--- config.mk ---
export PLATFORM = sky130hd
export DESIGN_NAME = fp_add_pipe
export DESIGN_NICKNAME = d
export VERILOG_FILES = /design/src/rtl/fp_add_pipe.sv
export SDC_FILE = /design/constraint.sdc
export NUM_CORES = 1
export LEC_CHECK = 0
export BUFFER_PORTS_ARGS = -buffer_cell sky130_fd_sc_hd__clkbuf_2
export CORE_MARGIN = 10
export CORE_UTILIZATION = 55
export CTS_CLUSTER_DIAMETER = 150
export CTS_CLUSTER_SIZE = 24
export DETAILED_ROUTE_END_ITERATION = 8
export GPL_ROUTABILITY_DRIVEN = 0
export GPL_TIMING_DRIVEN = 0
export PLACE_DENSITY = 0.72
export SLEW_MARGIN = 20
export SYNTH_ARGS = -nofsm -noshare
export SYNTH_HDL_FRONTEND = slang
export SYNTH_SLANG_ARGS = --single-unit
--- constraint.sdc ---
create_clock -name clk -period 7.6 [get_ports clk]
set_input_delay 1.52 -clock clk [delete_from_list [all_inputs] [get_ports clk]]
set_output_delay 1.52 -clock clk [all_outputs]
set_load 0.005 [all_outputs]
--- src/rtl/fp_add_pipe.sv ---
// fp_add_pipe: 3-stage pipelined IEEE-754 style adder/subtractor with valid/ready handshake.
// Build option: define FP_ADD_RNE_EN for round-to-nearest-even; otherwise truncate toward zero.
module fp_add_pipe #(
    parameter int EXP_W = 8,
    parameter int MAN_W = 23,
    localparam int XLEN = 1 + EXP_W + MAN_W
) (
    input  logic            clk,
    input  logic            rst_n,
    input  logic            in_valid,
    output logic            in_ready,
    input  logic [XLEN-1:0] a,
    input  logic [XLEN-1:0] b,
    input  logic            op_sub,
    output logic            out_valid,
    input  logic            out_ready,
    output logic [XLEN-1:0] result,
    output logic            overflow,
    output logic            underflow,
    output logic            exception
);
    // Extended mantissa: {hidden, fraction, guard, round, sticky}; the sum adds a carry bit.
    localparam int FW  = MAN_W + 4;
    localparam int SW  = MAN_W + 5;
    localparam int LZW = $clog2(FW + 1);
    localparam int EW  = EXP_W + LZW + 2;
    localparam logic [EXP_W-1:0]     EXP_ONES = '1;
    localparam logic signed [EW-1:0] EXP_OVF  = $signed({{(EW-EXP_W){1'b0}}, EXP_ONES});
    localparam logic signed [EW-1:0] E_ONE    = EW'(1);
    localparam logic [XLEN-1:0]      QNAN     = {1'b0, EXP_ONES, 1'b1, {(MAN_W-1){1'b0}}};

    logic stall;
    logic adv;

    assign stall    = out_valid & ~out_ready;
    assign adv      = ~stall;
    assign in_ready = ~stall;

    // ---------------- S1: unpack, swap, align ----------------
    logic             sa, sb;
    logic [EXP_W-1:0] ea, eb;
    logic [MAN_W-1:0] ma, mb;
    logic             a_nan, b_nan, a_inf, b_inf;
    logic [FW-1:0]    ext_a, ext_b;
    logic             a_big;
    logic [EXP_W-1:0] e_big, e_dif;
    logic [FW-1:0]    x_big, x_small, x_align;
    logic [2*FW-1:0]  x_shift;

    always_comb begin
        sa    = a[XLEN-1];
        sb    = b[XLEN-1] ^ op_sub;
        ea    = a[XLEN-2:MAN_W];
        eb    = b[XLEN-2:MAN_W];
        ma    = a[MAN_W-1:0];
        mb    = b[MAN_W-1:0];
        a_nan = (ea == EXP_ONES) && (ma != '0);
        b_nan = (eb == EXP_ONES) && (mb != '0);
        a_inf = (ea == EXP_ONES) && (ma == '0);
        b_inf = (eb == EXP_ONES) && (mb == '0);
        // exp==0 covers zero and subnormal alike: both become a signed zero
        ext_a = (ea == '0) ? '0 : {1'b1, ma, 3'b000};
        ext_b = (eb == '0) ? '0 : {1'b1, mb, 3'b000};
        a_big   = {ea, ext_a} >= {eb, ext_b};
        e_big   = a_big ? ea : eb;
        e_dif   = a_big ? (ea - eb) : (eb - ea);
        x_big   = a_big ? ext_a : ext_b;
        x_small = a_big ? ext_b : ext_a;
        x_shift = {x_small, {FW{1'b0}}} >> e_dif;
        if (32'(e_dif) >= 32'(MAN_W + 3))
            x_align = {{(FW-1){1'b0}}, |x_small};
        else
            x_align = x_shift[2*FW-1:FW] | {{(FW-1){1'b0}}, |x_shift[FW-1:0]};
    end

    logic             s1_valid, s1_sign, s1_sub, s1_nan, s1_inf, s1_inf_sign, s1_zero_sign;
    logic [EXP_W-1:0] s1_exp;
    logic [FW-1:0]    s1_big, s1_small;

    always_ff @(posedge clk or negedge rst_n) begin
        if (!rst_n) begin
            s1_valid     <= 1'b0;
            s1_sign      <= 1'b0;
            s1_sub       <= 1'b0;
            s1_nan       <= 1'b0;
            s1_inf       <= 1'b0;
            s1_inf_sign  <= 1'b0;
            s1_zero_sign <= 1'b0;
            s1_exp       <= '0;
            s1_big       <= '0;
            s1_small     <= '0;
        end else if (adv) begin
            s1_valid     <= in_valid;
            s1_sign      <= a_big ? sa : sb;
            s1_sub       <= sa ^ sb;
            s1_nan       <= a_nan | b_nan | (a_inf & b_inf & (sa ^ sb));
            s1_inf       <= a_inf | b_inf;
            s1_inf_sign  <= a_inf ? sa : sb;
            s1_zero_sign <= sa & sb;
            s1_exp       <= e_big;
            s1_big       <= x_big;
            s1_small     <= x_align;
        end
    end

    // ---------------- S2: magnitude add/subtract ----------------
    logic [SW-1:0] sum_next;

    assign sum_next = s1_sub ? ({1'b0, s1_big} - {1'b0, s1_small})
                             : ({1'b0, s1_big} + {1'b0, s1_small});

    logic             s2_valid, s2_sign, s2_nan, s2_inf, s2_inf_sign, s2_zero_sign;
    logic [EXP_W-1:0] s2_exp;
    logic [SW-1:0]    s2_sum;

    always_ff @(posedge clk or negedge rst_n) begin
        if (!rst_n) begin
            s2_valid     <= 1'b0;
            s2_sign      <= 1'b0;
            s2_nan       <= 1'b0;
            s2_inf       <= 1'b0;
            s2_inf_sign  <= 1'b0;
            s2_zero_sign <= 1'b0;
            s2_exp       <= '0;
            s2_sum       <= '0;
        end else if (adv) begin
            s2_valid     <= s1_valid;
            s2_sign      <= s1_sign;
            s2_nan       <= s1_nan;
            s2_inf       <= s1_inf;
            s2_inf_sign  <= s1_inf_sign;
            s2_zero_sign <= s1_zero_sign;
            s2_exp       <= s1_exp;
            s2_sum       <= sum_next;
        end
    end

    // ---------------- S3: normalise, round, pack ----------------
    logic [LZW-1:0]         lzc;
    logic                   found;
    logic signed [EW-1:0]   e_base, lz_s, e_norm, e_fin;
    logic [FW-1:0]          x_norm;
    logic [MAN_W:0]         mant;
    logic [MAN_W+1:0]       mant_rnd;
    logic [MAN_W-1:0]       frac;
    logic                   rnd_inc, is_zero;
    logic [XLEN-1:0]        res_next;
    logic                   ovf_next, unf_next, exc_next;

    always_comb begin
        lzc   = '0;
        found = 1'b0;
        for (int i = FW - 1; i >= 0; i--) begin
            if (!found && s2_sum[i]) begin
                found = 1'b1;
                lzc   = LZW'(FW - 1 - i);
            end
        end
        e_base = $signed({{(EW-EXP_W){1'b0}}, s2_exp});
        lz_s   = $signed({{(EW-LZW){1'b0}}, lzc});
        if (s2_sum[SW-1]) begin
            x_norm = s2_sum[SW-1:1] | {{(FW-1){1'b0}}, s2_sum[0]};
            e_norm = e_base + E_ONE;
        end else begin
            x_norm = s2_sum[FW-1:0] << lzc;
            e_norm = e_base - lz_s;
        end
        is_zero = ~|x_norm;
        mant    = x_norm[FW-1:3];
`ifdef FP_ADD_RNE_EN
        rnd_inc = x_norm[2] & (x_norm[1] | x_norm[0] | x_norm[3]);
`else
        rnd_inc = 1'b0;
`endif
        mant_rnd = {1'b0, mant} + {{(MAN_W+1){1'b0}}, rnd_inc};
        // rounding past all-ones gives 10.00..0: bump exponent, fraction is zero
        if (mant_rnd[MAN_W+1]) begin
            e_fin = e_norm + E_ONE;
            frac  = mant_rnd[MAN_W:1];
        end else begin
            e_fin = e_norm;
            frac  = mant_rnd[MAN_W-1:0];
        end

        res_next = {s2_sign, e_fin[EXP_W-1:0], frac};
        ovf_next = 1'b0;
        unf_next = 1'b0;
        exc_next = 1'b0;
        if (s2_nan) begin
            res_next = QNAN;
            exc_next = 1'b1;
        end else if (s2_inf) begin
            res_next = {s2_inf_sign, EXP_ONES, {MAN_W{1'b0}}};
            exc_next = 1'b1;
        end else if (is_zero) begin
            res_next = {s2_zero_sign, {(XLEN-1){1'b0}}};
        end else if (e_fin >= EXP_OVF) begin
            res_next = {s2_sign, EXP_ONES, {MAN_W{1'b0}}};
            ovf_next = 1'b1;
        end else if (e_fin < E_ONE) begin
            res_next = {s2_sign, {(XLEN-1){1'b0}}};
            unf_next = 1'b1;
        end
    end

    always_ff @(posedge clk or negedge rst_n) begin
        if (!rst_n) begin
            out_valid <= 1'b0;
            result    <= '0;
            overflow  <= 1'b0;
            underflow <= 1'b0;
            exception <= 1'b0;
        end else if (adv) begin
            out_valid <= s2_valid;
            result    <= res_next;
            overflow  <= s2_valid & ovf_next;
            underflow <= s2_valid & unf_next;
            exception <= s2_valid & exc_next;
        end
    end

endmodule

==> impl_metrics.json <==
{
  "track_usage": 0.282,
  "p_leak_nw": 6.55,
  "seqPwrFrac": 0.234,
  "wl_per_cell_um": 20.7,
  "cp_data_required_time_ps": 7890,
  "overflow": 0,
  "nets": 1938,
  "cts_root_buffer": "clkbuf_16",
  "crit_arrival_ps": 7470,
  "min_period_over_period": 0.944,
  "rows": 56,
  "relSlewSlack": 0.307,
  "ys.flop_type": "dfrtp_1",
  "routed_via_density": 6.39,
  "ys_seq_elements": 144,
  "clk_pin_slew_ps": 80,
  "die_area_mm2": 0.0304,
  "hold_path_class": "reg -> reg",
  "powerDensity_mw_per_mm2": 384,
  "r2r_slack_ps": 880,
  "syn_area_per_cell_um2": 7.84,
  "hold_viol": 0,
  "ctsResizeCount": 0,
  "post_cts_buffers": 0,
  "cts.sinks": 144,
  "tns_ps": 0,
  "ys_warn_count": 0,
  "synth-async-reset-ratio": 1.00,
  "synth_enable_flop_cells": 0,
  "critPathKind": "in -> reg",
  "intPower_w": 0.00287,
  "io_pins": 106,
  "start_util": 0.558,
  "p_total_w": 0.00562,
  "die_w_um": 174,
  "ys_types": 81,
  "violations": "design-rule violations",
  "place_hpwl_mm": 34.9,
  "antenna_found_initial": 0,
  "grt_pass1_wl_mm": 70.1,
  "cts_hold_repair.buffers": 0,
  "drtIter0Drc": 1637,
  "critPathLaunch": "a[24]",
  "whs_ps": 476,
  "status": "finished, violations left",
  "grt_max_degree": 75,
  "start_kind": "input pin",
  "fill_cells": 2141,
  "ys_seq_area_frac": 0.275,
  "fin_skew_ps": 14.4,
  "numCtsBuffers": 17,
  "core_mm2": 0.0235,
  "min_from": "s2_zero_sign$_DFFE_PN0N_",
  "vias": 13600,
  "synth_nets": 1813,
  "routed_wl_mm": 44.0,
  "maxSlewViolCount": 0,
  "fmax_mhz": 139,
  "clockBufferDepth": 2,
  "power_frac_comb": 0.617,
  "r2r-start": "s2_sum[25]$_DFFE_PN0N_",
  "cts_tree": "yes",
  "drc_errors": 17,
  "drive_gt1_frac": 0.117,
  "rsz0062_at_grt": "false",
  "numPortBuffers": 105,
  "htree_num_levels": 4,
  "ant_nets": 0,
  "die_h_um": 174,
  "first_pass_iters": 9,
  "tightest_slew_ps": 1030,
  "vdd_ir_drop_max_uv": 183,
  "netlist_area_mm2": 0.0131,
  "syn_inst": 1669,
  "grt_pass1_vias": 13000,
  "p_clk_frac": 0.149,
  "setup_viol_count_final": 0,
  "power.switching_w": 0.00275,
  "period_needed_ps": 7180,
  "crit_path_max_fanout": 10,
  "areaGrowthSynthToFinish_pct": 11.7,
  "insertion_delay_ps": 430,
  "end_kind": "flop",
  "cap_violations": 0,
  "switching_share": 0.489,
  "diodes": 0
}
-- routing by layer --
metal  GRT usage  share of wire  wire length [µm]  up-vias
met3      0.0442          0.074              3240      142
met4       0.104          0.036              1580        0
li1            -              -                 -     6288
met1       0.370           0.43             18800     6410
met2       0.461           0.46             20400      741
met5           0              0                 0        -
-- state kept, by name (all words and copies together), names as in the netlist, 8 cells and up --
| name | flops |
|---|---|
| result | 32 |
| s2_sum | 28 |
| s1_small | 27 |
| s1_big | 24 |
| s1_exp | 8 |
| s2_exp | 8 |
-- path summary, 6_finish.rpt --
path / endpoint / cells after the start
worst min-delay path: s2_zero_sign$_DFFE_PN0N_ / 2
worst min register to register: s2_zero_sign$_DFFE_PN0N_ / 2
worst max register to register: result[15]$_DFFE_PN0N_ / 20
worst max-delay path: s1_small[0]$_DFFE_PN0N_ / 23
min in group asynchronous: result[3]$_DFFE_PN0N_ / 1
max in group asynchronous: s1_big[14]$_DFFE_PN0N_ / 2
-- critical path, cell delays in order --
cell      delay [ps]
clkbuf_2         170
nor4_1           300
nand2_1          130
clkbuf_1         250
clkbuf_1         280
nand2_1          210
inv_1             80
ha_1             340
a21oi_1          150
o21ai_0          160
or4_1            460
a21oi_2          180
o211ai_2         150
buf_6            190
mux2i_1          200
xnor2_1          800
clkbuf_1         470
clkbuf_1         400
nor2_1           120
nor4b_1          390
a41oi_1          240
o21ai_1          160
a31oi_1           90
-- cell usage after synthesis, types with 10 or more instances --
| cell type | number | area share |
|---|---|---|
| o21a_1 | 11 | 0.0063 |
| xor2_1 | 17 | 0.011 |
| o32a_1 | 21 | 0.016 |
| xnor2_1 | 48 | 0.032 |
| a21oi_1 | 148 | 0.057 |
| nor4_1 | 29 | 0.014 |
| and3_1 | 10 | 0.0048 |
| nand2b_1 | 13 | 0.0062 |
| nor3_1 | 32 | 0.012 |
| nor2_1 | 167 | 0.048 |
| o32ai_1 | 19 | 0.013 |
| dfrtp_1 | 144 | 0.28 |
| o21ai_0 | 131 | 0.050 |
| nand3_1 | 24 | 0.0092 |
| a211oi_1 | 12 | 0.0069 |
| mux4_2 | 28 | 0.048 |
| ha_1 | 72 | 0.069 |
| or3_1 | 18 | 0.0086 |
| and2_1 | 12 | 0.0057 |
| mux2i_1 | 69 | 0.053 |
| a22o_1 | 12 | 0.0080 |
| nand4_1 | 16 | 0.0076 |
| o22ai_1 | 10 | 0.0048 |
| nand2_1 | 270 | 0.077 |
| clkbuf_1 | 77 | 0.022 |
| inv_1 | 81 | 0.023 |
| buf_2 | 11 | 0.0042 |
-- final cells by class --
class,count,area [µm²],area share
Buffer,103,434,0.0297
Clock buffer,17,425,0.0291
Clock inverter,15,151,0.0103
Inverter,84,315,0.0216
Multi-Input combinational cell,1338,8740,0.597
Sequential cell,144,3600,0.246
Tap cell,319,399,0.0273
Timing Repair Buffer,106,562,0.0384
-- cells by family (layout without fill, tap and decap cells) --
| kind of cell | Yosys count | count (layout) | synth area share |
|---|---|---|---|
| mux | 106 | 106 | 0.109 |
| buf+inv | 187 | 325 | 0.0572 |
| compound gates | 468 | 468 | 0.229 |
| xor+xnor | 65 | 65 | 0.0435 |
| simple gates | 624 | 624 | 0.213 |
| flops | 144 | 144 | 0.275 |
| fa+ha+maj | 75 | 75 | 0.0734 |
-- cells in the final DEF (no fill, tap or decap), drive strengths merged, types with 24 or more instances in the layout --
master | synthesis | final
ha | 72 | 72
nor4 | 29 | 29
buf | 26 | 27
nand2 | 270 | 270
nor2 | 167 | 167
mux4 | 28 | 28
dfrtp | 144 | 144
nor3 | 32 | 32
clkbuf | 77 | 199
mux2i | 69 | 69
a21oi | 150 | 150
xnor2 | 48 | 48
inv | 82 | 89
o21ai | 137 | 137
nand3 | 24 | 24
-- power groups by stage --
stage,clock (W),sequential [W],combinational (W)
after floorplan,0,0.00122,0.00250
after global placement,0,0.00131,0.00331
after detailed placement,0,0.00132,0.00337
after CTS,0.000840,0.00131,0.00339
after global routing,0.000878,0.00134,0.00380
final,0.000835,0.00131,0.00347
-- metrics by stage --
| step | instances | util | cell area [µm²] | setup WS [ps] |
|---|---|---|---|---|
| after floorplan | 1669 | - | 13100 | 1430 |
| after global placement | 2093 | 0.597 | 14000 | 363 |
| after detailed placement | 2094 | 0.599 | 14100 | 254 |
| after CTS | 2126 | 0.623 | 14600 | 695 |
| after global routing | 2126 | 0.623 | 14600 | 145 |
| final | 2126 | 0.623 | 14600 | 424 |
Note: power is estimated with default switching activity, not from simulation.
